File: src/rtl/multi_rot_pselect_pkg.sv
// Shared types for the multi-grant rotating priority selector: rotation modes and LFSR step.
// Purely declarative; no latency or flow control of its own.
package multi_rot_pselect_pkg;

    typedef enum logic [2:0] {
        NONE    = 3'd0,
        WALKING = 3'd1,
        JUMPING = 3'd2,
        RANDOM  = 3'd3,
        FAIR    = 3'd4
    } ROTATION_TYPE;

    localparam logic [15:0] LFSR_MASK = 16'hB400;

    // Galois right-shift step; a nonzero input can never map to zero.
    function automatic logic [15:0] lfsr_step(input logic [15:0] x);
        return (x >> 1) ^ (x[0] ? LFSR_MASK : 16'h0000);
    endfunction

endpackage

File: src/rtl/multi_rot_pselect_pick.sv
// Finds the first set bit of vec_i at or after base_i, wrapping modulo N.
// Latency: combinational; backpressure: none.
module rot_pick
    import multi_rot_pselect_pkg::*;
#(
    parameter int N = 8
) (
    input  logic [N-1:0]         vec_i,
    input  logic [$clog2(N)-1:0] base_i,
    output logic                 found_o,
    output logic [$clog2(N)-1:0] idx_o,
    output logic [N-1:0]         onehot_o
);

    localparam int LW = $clog2(N);

    // Walk offsets high to low so the smallest offset from base_i wins.
    always_comb begin
        found_o  = 1'b0;
        idx_o    = base_i;
        onehot_o = '0;
        for (int off = N - 1; off >= 0; off--) begin
            if (vec_i[base_i + LW'(off)]) begin
                found_o = 1'b1;
                idx_o   = base_i + LW'(off);
            end
        end
        if (found_o) onehot_o[idx_o] = 1'b1;
    end

endmodule

File: src/rtl/multi_rot_pselect.sv
// Grants up to M requesters per cycle in rotating scan order from ptr; ptr advances per rotation mode.
// Latency: grants combinational, ptr updates on the next en=1 edge; backpressure: en=0 masks grants and freezes state.
module multi_rot_pselect
    import multi_rot_pselect_pkg::*;
#(
    parameter int          N         = 8,
    parameter int          M         = 2,
    parameter logic [15:0] LFSR_SEED = 16'hACE1
) (
    input  logic                       clock,
    input  logic                       reset,
    input  logic [N-1:0]               req,
    input  logic                       en,
    input  ROTATION_TYPE               rotator,
    output logic [N-1:0]               gnt,
    output logic [M-1:0][N-1:0]        gnt_bus,
    output logic [$clog2(M+1)-1:0]     gnt_cnt,
    output logic [$clog2(N)-1:0]       ptr
);

    localparam int LW = $clog2(N);
    localparam int CW = $clog2(M + 1);

    if (N < 2 || (N & (N - 1)) != 0) begin : g_bad_n
        $error("multi_rot_pselect: N must be a power of two >= 2");
    end
    if (M < 1 || M > N) begin : g_bad_m
        $error("multi_rot_pselect: M must satisfy 1 <= M <= N");
    end
    if (LFSR_SEED == 16'h0000) begin : g_bad_seed
        $error("multi_rot_pselect: LFSR_SEED must be nonzero");
    end

    logic [LW-1:0] ptr_q, ptr_d;
    logic          toggle_q, toggle_d;
    logic [15:0]   lfsr_q, lfsr_d;

    logic [N-1:0]  avail [M];
    logic [M-1:0]  found;
    logic [LW-1:0] idx [M];
    logic [CW-1:0] cnt;
    logic [LW-1:0] last_idx;

    // Each stage sees the requests left over after all earlier stages' grants.
    for (genvar k = 0; k < M; k++) begin : g_pick
        if (k == 0) begin : g_first
            assign avail[k] = en ? req : '0;
        end else begin : g_next
            assign avail[k] = avail[k-1] & ~gnt_bus[k-1];
        end

        rot_pick #(.N(N)) u_pick (
            .vec_i    (avail[k]),
            .base_i   (ptr_q),
            .found_o  (found[k]),
            .idx_o    (idx[k]),
            .onehot_o (gnt_bus[k])
        );
    end

    always_comb begin
        gnt      = '0;
        cnt      = '0;
        last_idx = ptr_q;
        for (int k = 0; k < M; k++) begin
            gnt = gnt | gnt_bus[k];
            if (found[k]) begin
                cnt      = cnt + CW'(1);
                last_idx = idx[k];
            end
        end
    end

    // Toggle and LFSR step every enabled cycle regardless of mode.
    always_comb begin
        lfsr_d   = lfsr_step(lfsr_q);
        toggle_d = ~toggle_q;
        case (rotator)
            WALKING: ptr_d = ptr_q + LW'(1);
            JUMPING: ptr_d = toggle_q ? ptr_q + LW'(N / 2 + 1) : ptr_q + LW'(N / 2);
            RANDOM:  ptr_d = lfsr_d[LW-1:0];
            FAIR:    ptr_d = (cnt != '0) ? last_idx + LW'(1) : ptr_q;
            default: ptr_d = '0;
        endcase
    end

    always_ff @(posedge clock or negedge reset) begin
        if (!reset) begin
            ptr_q    <= '0;
            toggle_q <= 1'b0;
            lfsr_q   <= LFSR_SEED;
        end else if (en) begin
            ptr_q    <= ptr_d;
            toggle_q <= toggle_d;
            lfsr_q   <= lfsr_d;
        end
    end

    assign gnt_cnt = cnt;
    assign ptr     = ptr_q;

endmodule

File: config.mk
export PLATFORM = sky130hd
export DESIGN_NAME = multi_rot_pselect
export DESIGN_NICKNAME = d
export VERILOG_FILES = /design/src/rtl/multi_rot_pselect_pkg.sv /design/src/rtl/multi_rot_pselect_pick.sv /design/src/rtl/multi_rot_pselect.sv
export SDC_FILE = /design/constraint.sdc
export NUM_CORES = 1
export LEC_CHECK = 0
export CAP_MARGIN = 20
export CELL_PAD_IN_SITES_DETAIL_PLACEMENT = 1
export CELL_PAD_IN_SITES_GLOBAL_PLACEMENT = 1
export CORE_MARGIN = 5
export CORE_UTILIZATION = 45
export DETAILED_ROUTE_END_ITERATION = 10
export PLACE_DENSITY_LB_ADDON = 0.1
export RECOVER_POWER = 50
export REMOVE_ABC_BUFFERS = 1
export SYNTH_ARGS = -nofsm -noshare
export SYNTH_HDL_FRONTEND = slang
export SYNTH_HIERARCHICAL = 1
export SYNTH_SLANG_ARGS = --single-unit
File: constraint.sdc
create_clock -name clock -period 12.5 [get_ports clock]
set_input_delay 3.75 -clock clock [delete_from_list [all_inputs] [get_ports clock]]
set_output_delay 3.75 -clock clock [all_outputs]
set_load 0.02 [all_outputs]
* Word-level counts from Yosys, hierarchy flattened
Cells that the tools add are included.
** Storage, ports and cells
- Output and inout port bits :: 29
- Register bits :: 20
** Cells by class
- Equality and inequality tests :: 5
- Add/sub/neg operators :: 9
- Bitwise logic cells :: 5
- $lt $le $gt $ge :: 12
- Reduce and logical (&&, ||, !) cells :: 4
- Multiplexer cells :: 79
** Operators with widths (count)
- 3-bit 2-to-1 mux :: 20
- 1-bit binary-select mux with 3-bit select :: 16
- 3-bit by 4-bit less-than comparator with 1-bit output, second input constant :: 10
- 1-bit 2-to-1 mux :: 35
- 8-bit 2-to-1 mux :: 3
- 16-bit 2-to-1 mux :: 1
- 15-bit by 16-bit XOR with 16-bit output :: 1
- 3-bit adder, second input constant :: 4
- 3-bit one-hot mux with 4 select lines :: 1
- 8-bit bitwise AND :: 1
- 8-bit NOT :: 1
- 8-bit bitwise OR :: 1
- 3-bit by 1-bit adder with 3-bit output, second input constant :: 2
- 3-bit by 2-bit adder with 3-bit output, second input constant :: 2
- 1-bit demux with 3-bit select :: 2
- 3-bit by 2-bit == test with 1-bit output, second input constant :: 2
- 3-bit by 1-bit >= comparator with 1-bit output, second input constant :: 2
- 3-bit by 1-bit == test with 1-bit output, second input constant :: 1
- 3-bit == test, second input constant :: 1
- 1-bit by 1-bit adder with 2-bit output, second input constant :: 1
- 1-bit logical AND :: 2
- 2-bit 2-to-1 mux :: 1
- 2-bit != test, second input constant :: 1
- 2-bit AND reduction :: 1
- other kinds (2) :: 2

* Longest topological paths before layout
- Word-level depth :: 34
- Depth in mapped cells :: 28
- Mapped depth without buffers :: 24

* By module
Netlist, hierarchy kept.
** By module, submodules not included
- multi_rot_pselect :: instances 1, area each 1292.5 um2, cells an instance 127
- rot_pick at g_pick[1].u_pick :: instances 1, area each 1087.3 um2, cells an instance 103
- rot_pick at g_pick[0].u_pick :: instances 1, area each 1073.5 um2, cells an instance 130

* Worst setup path before layout
OpenSTA, ideal clock, no wires.
- Path kind :: input -> output
- From :: input port en
- To :: output port gnt[0]
- Cell stages on the path :: 19
- Slack :: -42 ps
- Arrival time :: 8792 ps
- Path through :: clkbuf_1 > and2_1 > mux4_1 > mux2_4 > and3_4 > a2111oi_4 > nand3b_2 > nand3b_1 > nor3_1 > nor2b_1 > mux4_2 > mux2_2 > a21oi_2 > o21ai_2 > a21oi_4 > xnor2_4 > inv_4 > nor4b_2 > or2_2
** RTL lines
- from (decl) :: line multi_rot_pselect.sv:13 : input logic en,
- to (decl) :: line multi_rot_pselect.sv:15 : output logic [N-1:0] gnt,

==> metrics.md <==
| Metric | Value |
|---|---|
| Comb pwr share | `84.7%` |
| Worst-Margin Slew | `1.15 ns` |
| Iteration-0 DRC Markers | `189` |
| First-pass GRT wire length | `18,900 um` |
| Fin area | `4860 um^2` |
| Reg power frac | `11.2%` |
| Slew HR | `23.1%` |
| Synth async-reset ratio | `100%` |
| Yosys top cell area share | `10.4%` |
| Pwr Density | `236 nW/um^2` |
| Std-Cell Rows | `32` |
| Ys Warns | `6` |
| Number of CTS-inserted buffers | `3` |
| Max Cap Viol | `0` |
| Worst IR Drop VDD | `0.120 mV` |
| CTS clock-pin slew for the worst setup and hold paths | `0.07 ns` |
| GR Util All Layers | `23.7%` |
| Final min period | `12.45 ns` |
| Final Cycle Share | `99.6%` |
| Post-Layout Cell Count | `580` |
| Pre-CTS WS | `-0.766 ns` |
| Die width | `97.6 um` |
| Primary FF master, synth | `dfrtp_1` |
| Final wirelength | `12,700 um` |
| DRT Pass-1 Iters | `5` |
| GPL Wtd Cong | `0.913` |
| Setup-failing EPs final | `0` |
| Largest net degree at the start of global routing | `55` |
| Cells after Synth | `360` |
| Vias | `3,536` |
| Type of origin of the critical path | `primary input` |
| Pint | `0.000606 W` |
| Layout cell share with drive strength beyond 1 | `51.5%` |
| Clock group share of total power | `4.1%` |
| Fin util | `63.8%` |
| CTS H-tree lvls | `1` |
| Crit path kind | `primary input to primary output` |
| CP Capture Type | `primary output` |
| Hold-fix buffers, CTS | `0` |
| CTS root buf | `clkbuf_8` |
| Worst skew pair latency | `0.25 ns` |
| Placed cells | `553` |
| Static Leakage | `2.03 nW` |
| Post-Syn Area | `3450 um^2` |
| Psw | `0.000541 W` |
| CTS tree | `yes` |
| Die Y | `97.6 um` |
| ANT nets after route | `0` |
| Ant. Diodes | `0` |
| Peak Freq | `80.3 MHz` |
| WL/cell | `21.8 um` |
| Clock Sinks | `20` |
| Worst EP arrival | `8.70 ns` |
| I/O Buffers | `42` |
| Sequential share of the synthesized area | `14.8%` |
| Initial Util | `45.4%` |
| Hold crit path type | `register to register` |
| Worst EP required | `8.75 ns` |
| Post-DP Area | `4390 um^2` |
| Synth area leader | `mux4_2` |
| Core area | `7610 um^2` |
| Die area | `9530 um^2` |
| Post-synth EDFFs | `0` |
| DRC Markers | `0` |
| Via/cell ratio | `6.10` |
| DP HPWL | `8700 um` |
| Max Fanout on Critical Path | `6` |
| Worst Clk Skew | `0.00533 ns` |
| Max Root-Sink Buffers | `2` |
| Aggregate negative setup slack | `0 ns` |
| Antenna violations before repair | `0` |
| Final worst slack | `0.0474 ns` |
| Fin. Hold Viols | `0` |
| Overflow after GRT | `0` |
| FF+latch count, synth | `20` |
| Vias in the first global route | `3,682` |
| Status | `complete, no violations` |
| Synth area leaders | `mux4_2 (10%), dfrtp_1 (8.7%), mux2_2 (8.2%), dfstp_2 (6.1%), mux2i_1 (5.2%)` |
| P&R area growth vs syn | `40.7%` |
| Layout Nets | `501` |
| Synth Area per Inst | `9.59 um^2` |
| Sw frac | `47.2%` |
| Synth cell types | `88` |
| Max Slew Vio Count | `0` |
| Io pins | `43` |
==> synthesized netlist by cell type (8+ instances only) <==
library cell	count
inv_1	13
dfrtp_1	12
dfstp_2	8
a21oi_1	21
ha_1	8
nor2b_1	14
mux2_2	25
buf_2	8
nor2_1	20
mux4_2	16
and2_1	10
or2_2	8
nand2_1	18
nor3_1	11
mux2i_1	18
==> routing by layer <==
layer	GRT usage, %	routed length [um]	share of wire [%]	vias to the layer above
met5	0	0	0	-
met4	8.20	343	2.7	0
met3	2.01	551	4.3	30
met2	43.4	6700	53	110
met1	28.9	5070	40	1779
li1	-	-	-	1617
==> registers in the layout (all words and copies together), names as in the netlist <==
name and flops:
lfsr_q 16, ptr 3, toggle_q 1
==> layout by cell type, fill, tap and decap left out, types with 6 or more instances in the layout <==
cell,instances
a21oi_1,18
and2_4,9
buf_4,94
clkdlybuf4s50_1,14
dfrtp_1,11
dfstp_2,8
dlygate4sd2_1,7
ha_1,8
inv_1,13
mux2_2,22
mux2i_1,16
mux4_2,18
nand2_1,18
nand3_1,6
nor2_1,18
nor2b_2,8
nor3_1,6
==> cell type report <==
cell class                 count  area, um^2
multi-input combinational    302        3000
inverter                      15        58.8
clock buffer                   4        55.1
timing repair buffer         137        1100
tap                          102         128
sequential                    20         512
fill                         851        2750
==> metrics by stage <==
stage                     hold slack [ns]  power (W)
after CTS                           0.497    0.00107
after global placement              0.481   0.000942
after detailed placement            0.487   0.000970
after floorplan                     0.465   0.000607
final                               0.496    0.00115
after global routing                0.516    0.00122
==> critical path, stage by stage <==
cell	delay, ns
dlygate4sd2_1	0.28
and2_4	0.20
mux4_2	0.56
and2_4	0.19
a311o_1	0.29
a21oi_2	0.19
o31ai_2	0.09
buf_4	0.16
or3b_4	0.41
nor3_4	0.19
nor2b_4	0.08
mux4_2	0.55
mux2i_4	0.29
nand2_1	0.12
o21ai_2	0.22
a21oi_4	0.10
xnor2_4	0.27
inv_4	0.10
and4_4	0.17
or2_2	0.28
buf_2	0.16
==> cell families after synthesis <==
group                      after synthesis  synth area share, %
adders and majority gates                8                 2.90
and+or+nand+nor                        129                 23.7
DFF                                     20                 14.8
AOI/OAI and AO/OA                       86                 18.8
muxes                                   68                 29.1
buffers and inverters                   38                 6.45
xor gates and xnor gates                11                 4.31
==> power groups by stage <==
stage                      Clock, W  Sequential, W  Combinational [W]
after floorplan                   0       0.000137           0.000470
final                     0.0000476       0.000128           0.000971
after global placement            0       0.000125           0.000816
after global routing      0.0000528       0.000133            0.00104
after CTS                 0.0000489       0.000128           0.000892
after detailed placement          0       0.000128           0.000842
==> path summary, 6_finish.rpt <==
path	start	endpoint	slack [ns]	depth (start not counted)
min	lfsr_q[10]	lfsr_q[10]	0.50	2
min in group asynchronous	reset	lfsr_q[12]	4.06	1
max reg2reg	ptr[0]	ptr[1]	5.66	26
max in group asynchronous	reset	ptr[0]	7.85	1
max	req[6]	gnt[3]	0.05	21
min reg2reg	lfsr_q[10]	lfsr_q[10]	0.50	2
==> timing repair <==
item	CTS	global route
buffers inserted	13	13
cloned	0	0
endpoints found under the setup margin	18	18
pin swaps	13	17
gates resized for setup	116	34
(Power assumes the default switching activity.)
